==> src/rtl/button_bounce_gen.sv <==
`default_nettype none
// +--------------------------------------------------------------------------+
// | Module      : button_bounce_gen                                          |
// | Description : Emulates one bouncy press/release of an active-low push    |
// |               button per press_req. The sequence has four phases:        |
// |               press bounce, stable hold (low) and release bounce, then   |
// |               a return to idle (high). Bounce values come from an 8-bit  |
// |               Fibonacci LFSR, and runs of lows are capped.               |
// | Ports       : clk          - single clock, rising edge                   |
// |               reset        - synchronous, active-high                    |
// |               press_req    - start one sequence (ignored while busy)     |
// |               noisy_button - registered emulated button (1 = released)   |
// |               busy         - high while a sequence is in progress        |
// |               done         - one-cycle pulse on the first idle cycle     |
// |               press_count  - completed-sequence counter (optional)       |
// | Option      : define BUTTON_BOUNCE_GEN_PRESS_COUNT_EN to add the         |
// |               press_count output and its counter.                        |
// | Revision    : 1.0 - initial release                                      |
// +--------------------------------------------------------------------------+
module button_bounce_gen #(
  parameter int unsigned BOUNCE_CYCLES = 8,
  parameter int unsigned HOLD_CYCLES   = 10,
  parameter int unsigned MAX_GLITCH    = 3,
  parameter logic [7:0]  LFSR_SEED     = 8'hA5
) (
  input  logic        clk,
  input  logic        reset,
  input  logic        press_req,
  output logic        noisy_button,
  output logic        busy,
  output logic        done
`ifdef BUTTON_BOUNCE_GEN_PRESS_COUNT_EN
  ,
  output logic [15:0] press_count
`endif
);

  // An all-zero seed would lock the LFSR, so it is replaced.
  localparam logic [7:0]  c_seed        = (LFSR_SEED == 8'h00) ? 8'hA5 : LFSR_SEED;
  // Duration counters are loaded with N-1 and run down to 0 (N cycles).
  localparam logic [15:0] c_bounce_load = 16'(BOUNCE_CYCLES - 1);
  localparam logic [15:0] c_hold_load   = 16'(HOLD_CYCLES - 1);
  localparam logic [7:0]  c_max_glitch  = 8'(MAX_GLITCH);

  typedef enum logic [1:0] {
    S_IDLE           = 2'd0,
    S_PRESS_BOUNCE   = 2'd1,
    S_HOLD           = 2'd2,
    S_RELEASE_BOUNCE = 2'd3
  } state_t;

  state_t      state_q,  state_d;
  logic [15:0] cnt_q,    cnt_d;
  logic [7:0]  lfsr_q,   lfsr_d;
  logic [7:0]  glitch_q, glitch_d;
  logic        noisy_q,  noisy_d;
  logic        busy_q,   busy_d;
  logic        done_q,   done_d;

  logic        bounce_step;   // this edge produces a bounce cycle
  logic [7:0]  glitch_base;   // low-run count seen by this bounce cycle
  logic [7:0]  lfsr_next;

`ifdef BUTTON_BOUNCE_GEN_PRESS_COUNT_EN
  logic [15:0] press_count_q, press_count_d;
`endif

  // x^8+x^6+x^5+x^4+1: taps on bits 7,5,4,3, feedback shifted into bit 0.
  always_comb begin
    lfsr_next = {lfsr_q[6:0], lfsr_q[7] ^ lfsr_q[5] ^ lfsr_q[4] ^ lfsr_q[3]};
  end

  always_comb begin
    state_d     = state_q;
    cnt_d       = cnt_q;
    lfsr_d      = lfsr_q;
    glitch_d    = glitch_q;
    noisy_d     = noisy_q;
    busy_d      = busy_q;
    done_d      = 1'b0;
    bounce_step = 1'b0;
    glitch_base = glitch_q;

    case (state_q)
      S_IDLE: begin
        noisy_d = 1'b1;
        busy_d  = 1'b0;
        if (press_req) begin
          state_d     = S_PRESS_BOUNCE;
          cnt_d       = c_bounce_load;
          busy_d      = 1'b1;
          bounce_step = 1'b1;
          glitch_base = 8'd0;
        end
      end

      S_PRESS_BOUNCE: begin
        if (cnt_q == 16'd0) begin
          state_d  = S_HOLD;
          cnt_d    = c_hold_load;
          noisy_d  = 1'b0;
          glitch_d = 8'd0;
        end else begin
          cnt_d       = cnt_q - 16'd1;
          bounce_step = 1'b1;
        end
      end

      S_HOLD: begin
        noisy_d = 1'b0;
        if (cnt_q == 16'd0) begin
          state_d     = S_RELEASE_BOUNCE;
          cnt_d       = c_bounce_load;
          bounce_step = 1'b1;
          glitch_base = 8'd0;
        end else begin
          cnt_d = cnt_q - 16'd1;
        end
      end

      S_RELEASE_BOUNCE: begin
        if (cnt_q == 16'd0) begin
          state_d  = S_IDLE;
          noisy_d  = 1'b1;
          busy_d   = 1'b0;
          done_d   = 1'b1;
          glitch_d = 8'd0;
        end else begin
          cnt_d       = cnt_q - 16'd1;
          bounce_step = 1'b1;
        end
      end

      default: begin
        state_d = S_IDLE;
        noisy_d = 1'b1;
        busy_d  = 1'b0;
      end
    endcase

    // The LFSR always advances on a bounce cycle. Only the output bit is
    // forced high when the low run has already reached the cap.
    if (bounce_step) begin
      lfsr_d = lfsr_next;
      if (lfsr_next[0]) begin
        noisy_d  = 1'b1;
        glitch_d = 8'd0;
      end else if (glitch_base == c_max_glitch) begin
        noisy_d  = 1'b1;
        glitch_d = 8'd0;
      end else begin
        noisy_d  = 1'b0;
        glitch_d = glitch_base + 8'd1;
      end
    end
  end

`ifdef BUTTON_BOUNCE_GEN_PRESS_COUNT_EN
  // The count steps on the same edge that raises done and wraps naturally.
  always_comb begin
    press_count_d = press_count_q + {15'd0, done_d};
  end
`endif

  always_ff @(posedge clk) begin
    if (reset) begin
      state_q       <= S_IDLE;
      cnt_q         <= 16'd0;
      lfsr_q        <= c_seed;
      glitch_q      <= 8'd0;
      noisy_q       <= 1'b1;
      busy_q        <= 1'b0;
      done_q        <= 1'b0;
`ifdef BUTTON_BOUNCE_GEN_PRESS_COUNT_EN
      press_count_q <= 16'd0;
`endif
    end else begin
      state_q       <= state_d;
      cnt_q         <= cnt_d;
      lfsr_q        <= lfsr_d;
      glitch_q      <= glitch_d;
      noisy_q       <= noisy_d;
      busy_q        <= busy_d;
      done_q        <= done_d;
`ifdef BUTTON_BOUNCE_GEN_PRESS_COUNT_EN
      press_count_q <= press_count_d;
`endif
    end
  end

  assign noisy_button = noisy_q;
  assign busy         = busy_q;
  assign done         = done_q;
`ifdef BUTTON_BOUNCE_GEN_PRESS_COUNT_EN
  assign press_count  = press_count_q;
`endif

endmodule
`default_nettype wire

==> config.mk <==
export PLATFORM = sky130hd
export DESIGN_NAME = button_bounce_gen
export DESIGN_NICKNAME = d
export VERILOG_FILES = /design/src/rtl/button_bounce_gen.sv
export SDC_FILE = /design/constraint.sdc
export NUM_CORES = 1
export LEC_CHECK = 0
export ABC_AREA = 1
export BUFFER_PORTS_ARGS = -buffer_cell sky130_fd_sc_hd__buf_2
export CORE_ASPECT_RATIO = 0.9
export CORE_UTILIZATION = 62
export CTS_BUF_LIST = sky130_fd_sc_hd__clkbuf_4 sky130_fd_sc_hd__clkbuf_8 sky130_fd_sc_hd__clkbuf_16
export DETAILED_ROUTE_END_ITERATION = 10
export PLACE_DENSITY = 0.84
export SYNTH_ARGS = -nofsm -noshare
export SYNTH_HDL_FRONTEND = slang
export SYNTH_SLANG_ARGS = --single-unit
==> constraint.sdc <==
create_clock -name clk -period 2.5 [get_ports clk]
set_input_delay 0.25 -clock clk [delete_from_list [all_inputs] [get_ports clk]]
set_output_delay 0.25 -clock clk [all_outputs]
set_load 0.02 [all_outputs]
# Word level (Yosys, flattened, before mapping)
# Cells that the tools add are included.
# totals
register_bits	37
inputBits	3
output_inout_bits	3
word_cells	62
# op_classes
addsub	2
n_eq_ne	11
n_mux	28
bitwise	4
n_reduce_logical	10
# ops
cell	count
$mux 16	4
$pmux 16 s4	1
$mux 8	6
$logic_not 16->1	1
$pmux 8 s2	1
$sub 16x1->16 const B	1
$ne 2x2->1 const B	5
$add 8x1->8 const B	1
$eq 8x2->1 const B	1
$mux 1	8
$mux 2	4
$pmux 2 s4	1
$ne 3x3->1 const B	2
$reduce_and 2->1	3
$eq 2x2->1 const B	2
$pmux 1 s4	1
$reduce_and 4->1	1
$reduce_bool 2->1	2
$reduce_or 2->1	2
$pmux 1 s3	1
$xor 1x1->1	3
$eq 2x1->1 const B	1
$logic_not 2->1	1
$pmux 1 s2	1
$not 1->1	1

# Longest topological paths before layout
# depth
depth_word	7
mapped_depth	16

# Worst setup path before layout
# Ideal clock, no wire load.
# synth_timing
kind	reg-to-reg
from	register state_q[0]
to	register glitch_q[3]
t_arrival_ns	2.045
required_ns	2.432
setup_slack_ns	0.387
path_stages_with_launch	16
synth_period_minus_slack_ns	2.113
path_cell_list	dfxtp_1 > inv_1 > ha_1 > inv_1 > nor2_1 > nor2_2 > nand2_2 > buf_6 > nand2_1 > inv_1 > ha_1 > nand2_1 > nor2_4 > nor2_8 > nand3_2 > a21oi_2
# synth_via
elab_chain_len	6
elab_cells_between_ends	13
# synth_rtl
element	line_no	source
start, declared	52	state_t state_q, state_d;
start signal, assigned	178	state_q <= state_d;
$eq 2x2->1 / $logic_not 2->1 (equally long branches)	84	case (state_q)
$pmux 8 s2	84	
$add 8x1->8 / $eq 8x2->1 (equally long branches)	153, 148	
$mux 8	148	end else if (glitch_base == c_max_glitch) begin
$mux 8	145	if (lfsr_next[0]) begin
$mux 8	143	if (bounce_step) begin
end signal, assigned	181	glitch_q <= glitch_d;
end, declared	55	logic [7:0] glitch_q, glitch_d;
# Several ways; a longest one is shown, not always the timed one.
# A chain may end at the register's enable or synchronous reset.

# Worst setup path after layout
# layout_timing
from	register state_q[0]
to	register glitch_q[7]
# Same word-level chain as after synthesis.

==> results.yml <==
cts:
  htreeDepth: 2
  cts_buffers: 5
  cts_tree: "yes"
  clkSinkCount: 37
  root_buffer: "clkbuf_8"
  ctsHoldBuffers: 0
  clkTransAtPathRegs_ps: 80
  cts.repair.resized: 0
  cts_buffer_depth: 2
  clk_latency_ps: 300
grt:
  grt_usage_pct: 25.1
  grt_pass1_wl_um: 7300
  grt_start_max_net_pins: 19
  overflow: 0
  antenna_found_initial: 0
  grt_pass1_vias: 1651
worst_setup_path:
  worst_setup_path_end_kind: "flip-flop"
  rr_startpoint: "state_q[0]"
  r2r_cells: 14
  crit_start: "state_q[0]"
  worstPathArrival_ps: 2440
  critPathRequiredTime_ps: 2740
  rrSetupSlack_ps: 300
  cp-start-kind: "flip-flop"
  path_class: "reg2reg"
  path_max_fanout: 8
synthesis:
  syn-instance-count: 302
  yosysWarnings: 0
  ys_ff_latch: 37
  syn_nets: 312
  synth.avg_cell_area_um2: 7.30
  ys_seq_area_share_pct: 33.6
  netlist_area_um2: 2200
  yosys.cell_types.count: 36
placed_design:
  place_congestion: 0.846
  place.port_buffers: 5
  dpl_worst_slack_ps: 289
  place_hpwl_um: 3100
sta:
  rsz0062_at_grt: "no"
  setup_violations: 0
  slew_viol_final: 0
  fin_skew_ps: 2.87
  setup_tns_ps: 0
  fmax_mhz: 454
  tightest_slew_ps: 389
  period_needed_ps: 2200
  min_period_over_period_pct: 88.1
  max_slew_margin_pct: 73.9
  setup_slack_ps: 298
  finalHoldViolCount: 0
floorplanning:
  die_h_um: 58.6
  dieArea_um2: 3800
  die_width_um: 64.8
  core_area_um2: 3380
  io_pins: 6
  start_util_pct: 65.2
  core.rowCount: 20
route:
  vias: 1881
  post_drt_wl_per_cell_um: 12.1
  drt_drc_violations_left: 0
  ant_nets: 0
  via_per_inst: 5.27
  drt-initial-drc-count: 133
  first_pass_iters: 4
  totalWireLength_um: 4310
power_and_ir_drop:
  power_leakage_nw: 1.05
  ir_drop_v: 0.000750
  powerDensity_nw_per_um2: 1450
worst_hold_path:
  min-delay-start: "press_req"
  hold_path.class: "in2reg"
  holdPathStages: 3
flow_run:
  cap_violations: 0
finish:
  diodes: 0
  area.growth.synth_to_final_pct: 9.37
  nNetsFinal: 322
  drive_above_1_share_pct: 16.0
outcome:
  status: "finished, final reports clean"
-- path summary, 6_finish.rpt --
path,end
setup / recovery,glitch_q[7]
hold / removal,busy
setup reg to reg,glitch_q[7]
hold reg to reg,lfsr_q[7]
-- power breakdown --
part,switching [mW],internal [mW],leakage (nW),total [mW]
logic,1.28,0.709,0.675,1.99
clock network,0.223,0.396,0.0681,0.619
registers,0.131,0.755,0.303,0.887
total,1.63,1.86,1.05,3.50
-- layout make-up --
type / instances / area, µm²
repair buffers: 7 / 40.0
clock buffers: 5 / 68.8
multi-input cells: 225 / 1290
well taps: 44 / 55.1
flip-flops and latches: 37 / 741
clock inverters: 3 / 65.1
fillers: 264 / 968
inverters: 36 / 153
-- Yosys cell counts, drive strengths merged --
cell type / number / area [µm²]
buf: 1 / 11.3
o21ai: 18 / 90.1
xnor2: 3 / 26.3
clkbuf: 3 / 11.3
o211ai: 2 / 15.0
a31oi: 1 / 6.26
a221o: 1 / 10.0
nand4: 1 / 6.26
a21oi: 27 / 161
nor3: 6 / 30.0
dfxtp: 37 / 741
a21boi: 1 / 7.51
nor3b: 5 / 37.5
ha: 7 / 87.6
o21a: 1 / 7.51
nor2: 41 / 203
xor2: 8 / 70.1
or2: 1 / 6.26
nand3: 22 / 160
a211oi: 1 / 7.51
inv: 35 / 136
nand2: 79 / 355
clkinv: 1 / 16.3
-- routing by layer --
metal | wire length [µm] | vias up | track usage [%] | share of wire (%)
met5 | 0 | - | 0 | 0
met3 | 174 | 6 | 5.62 | 4.0
met4 | 59 | 0 | 10.8 | 1.4
met1 | 2160 | 853 | 33.7 | 50
met2 | 1910 | 25 | 38.7 | 44
li1 | - | 997 | - | -
-- state kept, by name, indices dropped and copies added, names as in the netlist --
signal	count
noisy_button	1
lfsr_q	8
done	1
glitch_q	8
state_q	2
busy	1
cnt_q	16
-- layout by cell type, fill, tap and decap left out, types with 2 or more instances in the layout --
cell / Yosys / layout
nand3_4: 2 / 2
inv_1: 33 / 33
bufinv_16: 0 / 2
a21oi_2: 4 / 4
buf_4: 0 / 2
nand2_4: 3 / 3
nand3_1: 15 / 15
nor3b_1: 5 / 5
o21ai_0: 17 / 17
buf_2: 0 / 5
clkbuf_8: 0 / 5
xor2_1: 8 / 8
nor2_4: 3 / 3
nand2_1: 67 / 67
xnor2_1: 3 / 3
ha_1: 7 / 7
nor3_1: 6 / 6
o211ai_1: 2 / 2
nor2_2: 4 / 4
a21oi_1: 22 / 22
nor2_1: 33 / 33
nand3_2: 5 / 5
dfxtp_1: 37 / 37
nand2_2: 8 / 8
-- critical path, stage by stage, from the launching register on --
cell and delay, ps:
dfxtp_1 390, inv_1 80, ha_1 230, inv_1 180, nor2_1 130, nor2_2 180, nand2_2 70, nand2_1 70
inv_1 40, ha_1 210, nand2_1 120, nor2_4 70, nor2_8 160, nand3_2 100, a21oi_2 110
-- metrics by stage --
| step | std cells | util (%) | power, mW | cell area, µm² | hold slack [ps] |
|---|---|---|---|---|---|
| 2_1_floorplan | 302 | - | 2.52 | 2200 | 415 |
| 3_3_place_gp | 348 | 67.1 | 2.80 | 2270 | 446 |
| 3_5_place_dp | 348 | 67.1 | 2.85 | 2270 | 454 |
| 4_1_cts | 356 | 71.1 | 3.48 | 2400 | 246 |
| 5_1_grt | 357 | 71.3 | 3.77 | 2410 | 287 |
| 6_report | 357 | 71.3 | 3.50 | 2410 | 250 |
-- kinds of logic (layout without fill, tap and decap cells) --
| kind of cell | count (synthesis) | after routing | synth area share (%) |
|---|---|---|---|
| buf+inv | 40 | 51 | 7.95 |
| xor+xnor | 11 | 11 | 4.37 |
| flops | 37 | 37 | 33.6 |
| compound gates | 52 | 52 | 13.9 |
| fa+ha+maj | 7 | 7 | 3.97 |
| simple gates | 155 | 155 | 36.2 |
-- repair_timing --
| item | CTS | global route |
|---|---|---|
| hold endpoints to repair | 0 | 0 |
| setup endpoints to repair | 0 | 1 |
| setup buffers | 0 | 1 |
Note: power is estimated with default switching activity, not from simulation.
